===== src/rtl/time_bcd_cnt.sv =====
// BCD time-of-day counter (HH:MM:SS.mmm) with validated load and PPS re-phasing.
// Also holds the shared time_t definition that the display logic consumes.
package types_pkg;
    typedef struct packed {
        logic [3:0] t_10h;
        logic [3:0] t_1h;
        logic [3:0] t_10m;
        logic [3:0] t_1m;
        logic [3:0] t_10s;
        logic [3:0] t_1s;
        logic [3:0] t_100ms;
        logic [3:0] t_10ms;
        logic [3:0] t_1ms;
    } time_t;
endpackage

module time_bcd_cnt
    import types_pkg::*;
(
    input  logic  clk,
    input  logic  rst_n,
    input  logic  tick_1ms,
    input  logic  pps,
    input  logic  load,
    input  time_t load_time,
    output time_t time_out,
    output logic  sec_pulse,
    output logic  day_pulse,
    output logic  load_err,
    output logic  time_valid
);

    time_t time_d, time_q;
    logic  sec_pulse_d, sec_pulse_q;
    logic  day_pulse_d, day_pulse_q;
    logic  load_err_d, load_err_q;
    logic  valid_d, valid_q;

    logic  load_ok;
    logic  at_day_end_sec;
    logic  ms_all_max;

    // Advance seconds and above by one with full carry; ms digits are left alone.
    function automatic time_t add_sec(input time_t t);
        time_t r;
        r = t;
        if (t.t_1s != 4'd9) begin
            r.t_1s = t.t_1s + 4'd1;
        end else begin
            r.t_1s = '0;
            if (t.t_10s != 4'd5) begin
                r.t_10s = t.t_10s + 4'd1;
            end else begin
                r.t_10s = '0;
                if (t.t_1m != 4'd9) begin
                    r.t_1m = t.t_1m + 4'd1;
                end else begin
                    r.t_1m = '0;
                    if (t.t_10m != 4'd5) begin
                        r.t_10m = t.t_10m + 4'd1;
                    end else begin
                        r.t_10m = '0;
                        if (t.t_10h == 4'd2 && t.t_1h == 4'd3) begin
                            r.t_10h = '0;
                            r.t_1h  = '0;
                        end else if (t.t_1h != 4'd9) begin
                            r.t_1h = t.t_1h + 4'd1;
                        end else begin
                            r.t_1h  = '0;
                            r.t_10h = t.t_10h + 4'd1;
                        end
                    end
                end
            end
        end
        return r;
    endfunction

    always_comb begin
        load_ok = (load_time.t_1ms   <= 4'd9) && (load_time.t_10ms <= 4'd9) &&
                  (load_time.t_100ms <= 4'd9) && (load_time.t_1s   <= 4'd9) &&
                  (load_time.t_10s   <= 4'd5) && (load_time.t_1m   <= 4'd9) &&
                  (load_time.t_10m   <= 4'd5) && (load_time.t_1h   <= 4'd9) &&
                  (load_time.t_10h   <= 4'd2) &&
                  ((load_time.t_10h != 4'd2) || (load_time.t_1h <= 4'd3));

        at_day_end_sec = (time_q.t_10h == 4'd2) && (time_q.t_1h == 4'd3) &&
                         (time_q.t_10m == 4'd5) && (time_q.t_1m == 4'd9) &&
                         (time_q.t_10s == 4'd5) && (time_q.t_1s == 4'd9);

        ms_all_max = (time_q.t_100ms == 4'd9) && (time_q.t_10ms == 4'd9) &&
                     (time_q.t_1ms == 4'd9);

        time_d      = time_q;
        sec_pulse_d = 1'b0;
        day_pulse_d = 1'b0;
        load_err_d  = 1'b0;
        valid_d     = valid_q;

        if (load) begin
            if (load_ok) begin
                time_d  = load_time;
                valid_d = 1'b1;
            end else begin
                load_err_d = 1'b1;
            end
        end else if (pps) begin
            if (time_q.t_100ms >= 4'd5) begin
                time_d      = add_sec(time_q);
                sec_pulse_d = 1'b1;
                day_pulse_d = at_day_end_sec;
            end
            time_d.t_100ms = '0;
            time_d.t_10ms  = '0;
            time_d.t_1ms   = '0;
        end else if (tick_1ms) begin
            if (ms_all_max) begin
                time_d      = add_sec(time_q);
                sec_pulse_d = 1'b1;
                day_pulse_d = at_day_end_sec;
                time_d.t_100ms = '0;
                time_d.t_10ms  = '0;
                time_d.t_1ms   = '0;
            end else if (time_q.t_1ms != 4'd9) begin
                time_d.t_1ms = time_q.t_1ms + 4'd1;
            end else begin
                time_d.t_1ms = '0;
                if (time_q.t_10ms != 4'd9) begin
                    time_d.t_10ms = time_q.t_10ms + 4'd1;
                end else begin
                    time_d.t_10ms  = '0;
                    time_d.t_100ms = time_q.t_100ms + 4'd1;
                end
            end
        end
    end

    always_ff @(posedge clk) begin
        if (!rst_n) begin
            time_q      <= '0;
            sec_pulse_q <= 1'b0;
            day_pulse_q <= 1'b0;
            load_err_q  <= 1'b0;
            valid_q     <= 1'b0;
        end else begin
            time_q      <= time_d;
            sec_pulse_q <= sec_pulse_d;
            day_pulse_q <= day_pulse_d;
            load_err_q  <= load_err_d;
            valid_q     <= valid_d;
        end
    end

    assign time_out   = time_q;
    assign sec_pulse  = sec_pulse_q;
    assign day_pulse  = day_pulse_q;
    assign load_err   = load_err_q;
    assign time_valid = valid_q;

endmodule

===== config.mk =====
export PLATFORM = sky130hd
export DESIGN_NAME = time_bcd_cnt
export DESIGN_NICKNAME = d
export VERILOG_FILES = /design/src/rtl/time_bcd_cnt.sv
export SDC_FILE = /design/constraint.sdc
export NUM_CORES = 1
export LEC_CHECK = 0
export ABC_AREA = 1
export CORE_ASPECT_RATIO = 2
export CORE_MARGIN = 10
export CORE_UTILIZATION = 48
export DETAILED_ROUTE_END_ITERATION = 7
export PLACE_DENSITY = 0.81
export SETUP_SLACK_MARGIN = 0.05
export SLEW_MARGIN = 15
export SYNTH_ARGS = -nofsm -noshare
export SYNTH_HDL_FRONTEND = slang
export SYNTH_SLANG_ARGS = --single-unit

===== constraint.sdc =====
create_clock -name clk -period 2.2 [get_ports clk]
set_input_delay 0.44 -clock clk [delete_from_list [all_inputs] [get_ports clk]]
set_output_delay 0.44 -clock clk [all_outputs]
set_load 0.01 [all_outputs]

==> metrics.yaml, run 1 <==
synth:
  synth_area_um2: 2690
  synth_nets: 476
  synth_area_leader_cell: "dfxtp_1"
  syn_inst: 422
  synthDominantCellAreaShare: 0.297
  synth_cell_type_count: 33
  synthTopCellsByArea: "dfxtp_1 (30%), nand2_1 (16%), o21ai_0 (6.5%)"
  synth-seq-area-share: 0.297
  avgSynthCellArea_um2: 6.38
  synth-seq-cells: 40
  ys_warn_count: 0
outcome:
  outcome: "finished, final reports clean"
job:
  maxCapViolations: 0
timing:
  worst_slack_ns: 0.242
  layout_min_cycle_time_ns: 1.96
  finalSetupViolCount: 0
  fin_crit_sh: 0.890
  rsz0062_at_grt: "yes"
  slew_viol_final: 0
  tightest_slew_ns: 0.470
  skew_ns: 0.00531
  relSlewSlack: 0.685
  fmax_mhz: 511
  fin_hold_ws_ns: 0.503
  finalSetupTns_ns: 0
  hold_violations: 0
floorplanning:
  rows: 38
  ioPinCount: 81
  coreArea_um2: 5420
  die-area_um2: 9190
  die_w_um: 73.0
  floorplan.initialDensity: 0.497
  die_y_um: 126
route:
  post-route-drc-count: 0
  first_iter_violations: 216
  detail-route-antenna-nets: 0
  wl_per_cell_um: 15.3
  via_per_inst: 5.37
  num_vias: 3085
  drt_pass1_iterations: 4
  routed_wl_um: 8780
worst_setup_path:
  crit_path_end_kind: "flip-flop"
  criticalPathCategory: "in2reg"
  worstPathMaxFanout: 8
  cp_data_required_time_ns: 2.44
  r2r_start: "time_out[5]"
  reg2regPathDepth: 12
  critical_path_arrival_ns: 2.20
  ff2ff_setup_slack_ns: 0.31
  r2r-end: "time_out[23]"
  crit_path_start_kind: "primary input"
cells_and_area:
  drive_above_1_share: 0.109
  nets: 568
  fill_cells: 486
  most-common-layout-cells: "nand2_1 (113), clkdlybuf4s50_1 (80), nor2_1 (45)"
  syn2layout_area_growth_pct: 41.3
  final_common_cell: "nand2_1"
  fin_area_um2: 3800
  seq_area_um2: 802
  num_antenna_cells: 0
  multi_input_area_um2: 1680
cts:
  cts_hold_buf: 0
  cts_resized: 0
  htreeDepth: 2
  cts_tree: "built"
  clkSinkCount: 40
  clk_path_buf_depth: 2
  cts-buffers-inserted: 5
  postCtsSetupRepairBufs: 0
  cts-root-buf: "clkbuf_8"
  clk_pin_slew_ns: 0.08
  clk_latency_ns: 0.30
grt:
  antenna_found_initial: 0
  grt_pass1_wl_um: 14500
  gr-total-overflow: 0
  grt_use_total: 0.191
  grt_pass1_vias: 3186
  grt_max_degree: 39
hold_path:
  min_path_type: "reg2reg"
  hold_depth: 2
  hold_end: "time_valid"
  hp-start: "time_valid"
place:
  io_buffer_count: 80
  place_area_um2: 3650
  pre_cts_ws_ns: -0.142
  globalplace.congestion: 0.908
  dp_hpwl_um: 7070
pwr:
  peakVddDrop_mv: 0.497
  p_leak_nw: 1.67
  power.density_nw_per_um2: 491
==> synth_stat cells (all sizes together) <==
cell type / count
nor2: 53
a211oi: 2
o22ai: 3
and3: 1
a22o: 1
nand2: 118
nand3b: 1
mux2i: 1
ha: 13
inv: 53
nand4: 8
or2: 2
a32oi: 1
dfxtp: 40
a21oi: 28
xor2: 6
clkbuf: 7
nor3: 3
buf: 2
clkinv: 1
nand3: 29
xnor2: 6
o21ai: 43
==> sequential cells by signal, summed over array words and instances, names as in the netlist <==
name and flops:
sec_pulse 1, time_valid 1, day_pulse 1, time_out 36, load_err 1
==> power by group <==
part,leakage [nW],switching [mW],internal (mW)
Sequential,0.326,0.0364,0.750
Clock,0.0645,0.275,0.401
Combinational,1.28,0.209,0.196
Total,1.67,0.521,1.35
==> routing by layer <==
layer  track usage  share of wire  vias to the layer above
li1              -              -                     1546
met1         0.172           0.35                     1402
met2         0.371           0.57                      105
met3        0.0385          0.040                       32
met4        0.0978          0.039                        0
met5             0              0                        -
==> kinds of logic (layout without fill, tap and decap cells) <==
family          count (synthesis)  after routing  synth area share
compound gates                 78             78             0.151
xor+xnor                       12             12            0.0390
fa+ha+maj                      13             13            0.0604
buf+inv                        63            156            0.0883
flops                          40             40             0.297
mux                             1              1           0.00372
simple gates                  215            215             0.360
==> stage by stage <==
stage / cells / utilization / power, mW
CTS: 575 / 0.697 / 1.87
global placement: 567 / 0.674 / 1.19
finish: 575 / 0.702 / 1.87
global route: 575 / 0.702 / 1.94
detailed placement: 567 / 0.674 / 1.20
floorplan: 422 / - / 0.990
==> worst max path at each step <==
stage	startpoint	slack, ns	to
2_1_floorplan	time_out[4]	0.47	time_out[30]
3_3_place_gp	load_time[21]	-0.07	time_out[8]
3_5_place_dp	load_time[21]	-0.14	time_out[10]
4_1_cts	load_time[21]	0.18	time_out[10]
5_1_grt	load_time[6]	0.04	time_out[20]
6_report	load_time[26]	0.24	time_out[23]
==> cell type report <==
class | instances | share of cell area
Multi-Input combinational cell | 319 | 0.442
Inverter | 54 | 0.0533
Tap cell | 60 | 0.0197
Clock inverter | 1 | 0.00789
Timing Repair Buffer | 94 | 0.241
Sequential cell | 40 | 0.211
Clock buffer | 7 | 0.0253
==> critical path, cell delays in order <==
cell and delay [ns]:
clkdlybuf4s50_1 0.45, nand2_1 0.08, nand2_1 0.05, nor2_1 0.18
nand3_1 0.10, nor2_1 0.13, nand2_1 0.08, nand2_2 0.15
nand4_2 0.26, nand2_1 0.14, nand2_1 0.06, nor2_1 0.09
No activity file was read; power rests on OpenSTA's default activity.
==> run 2, diff against run 1 <==
--- a/config.mk
+++ b/config.mk
@@ -11,7 +11,6 @@
 export CORE_UTILIZATION = 48
 export DETAILED_ROUTE_END_ITERATION = 7
 export PLACE_DENSITY = 0.81
-export SETUP_SLACK_MARGIN = 0.05
 export SLEW_MARGIN = 15
 export SYNTH_ARGS = -nofsm -noshare
 export SYNTH_HDL_FRONTEND = slang
==> run 2 against run 1 <==
Critical path depth fell by 1. Clock-buffer cell count did not move. Via count rose by 0.23%. Worst hold slack got worse by 0.028 ns. Combinational power fell by 1%. Largest cell class unchanged.
==> metrics.yaml, run 2 (same netlist as run 1, synthesis figures left out) <==
cells_and_area:
  nets: 568  # unchanged
  drive_above_1_share: 0.103  # -0.00583
  post-route-util: 0.697  # -0.00485
  syn2layout_area_growth_pct: 40.3
  most-common-layout-cells: "nand2_1 (113), clkdlybuf4s50_1 (80), nor2_1 (46)"
  largest_reg_flops: 36  # unchanged
  num_antenna_cells: 0  # unchanged
  final_common_cell: "nand2_1"
grt:
  gr-total-overflow: 0  # unchanged
  antenna_found_initial: 0  # unchanged
  grt_max_degree: 39  # unchanged
  grt_pass1_vias: 3186  # unchanged
  grt_use_total: 0.191  # unchanged
  grt_pass1_wl_um: 14500  # unchanged
worst_setup_path:
  worstSetupStartpoint: "load_time[21]"
  critPathMaxStageDelay_ns: 0.45  # about the same
  criticalPathCategory: "in2reg"
  cp_data_required_time_ns: 2.39  # -0.05 ns
  path_cells: "clkdlybuf4s50_1 > o21ai_0 > nand3_1 > nor2_1 > nand2_1 > nand2_2 > nand2_2 > nor2_2 > inv_2 > nand2_1 > a21oi_1"
  reg2regPathDepth: 12  # unchanged
  r2r-end: "time_out[23]"
  r2r_start: "time_out[5]"
  critical_path_arrival_ns: 2.23  # +0.03 ns
  crit_path_end_kind: "flip-flop"
  ff2ff_setup_slack_ns: 0.28  # -0.03 ns
  slowest_stage: "clkdlybuf4s50_1"
  worstPathMaxFanout: 5  # -3
  crit_path_start_kind: "primary input"
place:
  pre_cts_ws_ns: -0.142  # unchanged
  dp_hpwl_um: 7070  # unchanged
  io_buffer_count: 80  # unchanged
  globalplace.congestion: 0.908  # unchanged
hold_path:
  hold_end: "time_valid"
  hp-start: "time_valid"
  min_path_type: "reg2reg"
  hold_depth: 2  # unchanged
route:
  wl_per_cell_um: 15.1  # -0.95%
  via_per_inst: 5.38  # +0.23%
  routed_wl_um: 8700  # -0.95%
  num_vias: 3092  # +0.23%
  drt_pass1_iterations: 4  # unchanged
  post-route-drc-count: 0  # unchanged
  detail-route-antenna-nets: 0  # unchanged
  first_iter_violations: 165  # -24%
cts:
  clk_pin_slew_ns: 0.08  # about the same
  clk_path_buf_depth: 2  # unchanged
  clk_latency_ns: 0.30  # about the same
  cts_tree: "built"
  htreeDepth: 2  # unchanged
  clkSinkCount: 40  # unchanged
  cts_hold_buf: 0  # unchanged
  cts-buffers-inserted: 5  # unchanged
  cts-root-buf: "clkbuf_8"
timing:
  finalSetupTns_ns: 0  # unchanged
  slew_viol_final: 0  # unchanged
  skew_ns: 0.00327  # -0.00205 ns
  fin_crit_sh: 0.925  # +0.0353
  rsz0062_at_grt: "no"
  hold_violations: 0  # unchanged
  finalSetupViolCount: 0  # unchanged
  fin_hold_ws_ns: 0.475  # -0.0276 ns
  fmax_mhz: 491  # -3.8%
  relSlewSlack: 0.757  # +0.0726
  tightest_slew_ns: 0.362  # -0.108 ns
  worst_slack_ns: 0.165  # -0.0777 ns
  layout_min_cycle_time_ns: 2.04  # +0.0777 ns
pwr:
  power.density_nw_per_um2: 492  # +0.27%
  peakVddDrop_mv: 0.498  # +0.19%
  p_leak_nw: 1.67  # -0.19%
job:
  maxCapViolations: 0  # unchanged
outcome:
  outcome: "finished, final reports clean"
floorplanning:
  coreArea_um2: 5420  # unchanged
  die_y_um: 126  # unchanged
  floorplan.initialDensity: 0.497  # unchanged
  die_w_um: 73.0  # unchanged
  rows: 38  # unchanged
  ioPinCount: 81  # unchanged
  die-area_um2: 9190  # unchanged
## run 2: critical path: cells and delay by family
kind | cells | cell delay [ns]
buffers and inverters | 2 | 0.53
and+or+nand+nor | 7 | 0.86
AOI/OAI and AO/OA | 2 | 0.40
## run 2: repair_timing
item	CTS	global route
resized for setup	0	1
setup endpoints to repair	0	8
endpoints found under the hold margin	0	0
buffers inserted	0	0
## run 2: metrics by stage
step	instance area (um2)	power [mW]	instances
after CTS	3780	1.87	575
after floorplan	2690	0.990	422
final	3780	1.86	575
after detailed placement	3650	1.20	567
after global placement	3650	1.19	567
after global routing	3780	1.94	575
## run 2: power by group
part           internal (mW)  switching [mW]  total (mW)
clock network          0.401           0.273       0.674
logic                  0.195           0.205       0.399
registers              0.750          0.0360       0.786
total                   1.35           0.514        1.86
## run 2: final cells by class
cell class	count	area [um2]
multi-input cells	319	1650
fillers	493	1640
repair buffers	94	918
flip-flops and latches	40	802
inverters	54	203
clock buffers	7	96.3
well taps	60	75.1
clock inverters	1	30.0
## run 2: worst max-delay path by stage
stage / slack (ns) / end
3_5_place_dp: -0.14 / time_out[10]
5_1_grt: 0.01 / time_out[10]
6_report: 0.16 / time_out[10]
4_1_cts: 0.18 / time_out[10]
3_3_place_gp: -0.07 / time_out[8]
2_1_floorplan: 0.47 / time_out[30]
## run 2: layer usage
| layer | global-route usage | share of wire | vias up |
|---|---|---|---|
| met4 | 0.0978 | 0.039 | 0 |
| met5 | 0 | 0 | - |
| met3 | 0.0385 | 0.044 | 31 |
| met2 | 0.371 | 0.57 | 106 |
| met1 | 0.172 | 0.35 | 1409 |
| li1 | - | - | 1546 |
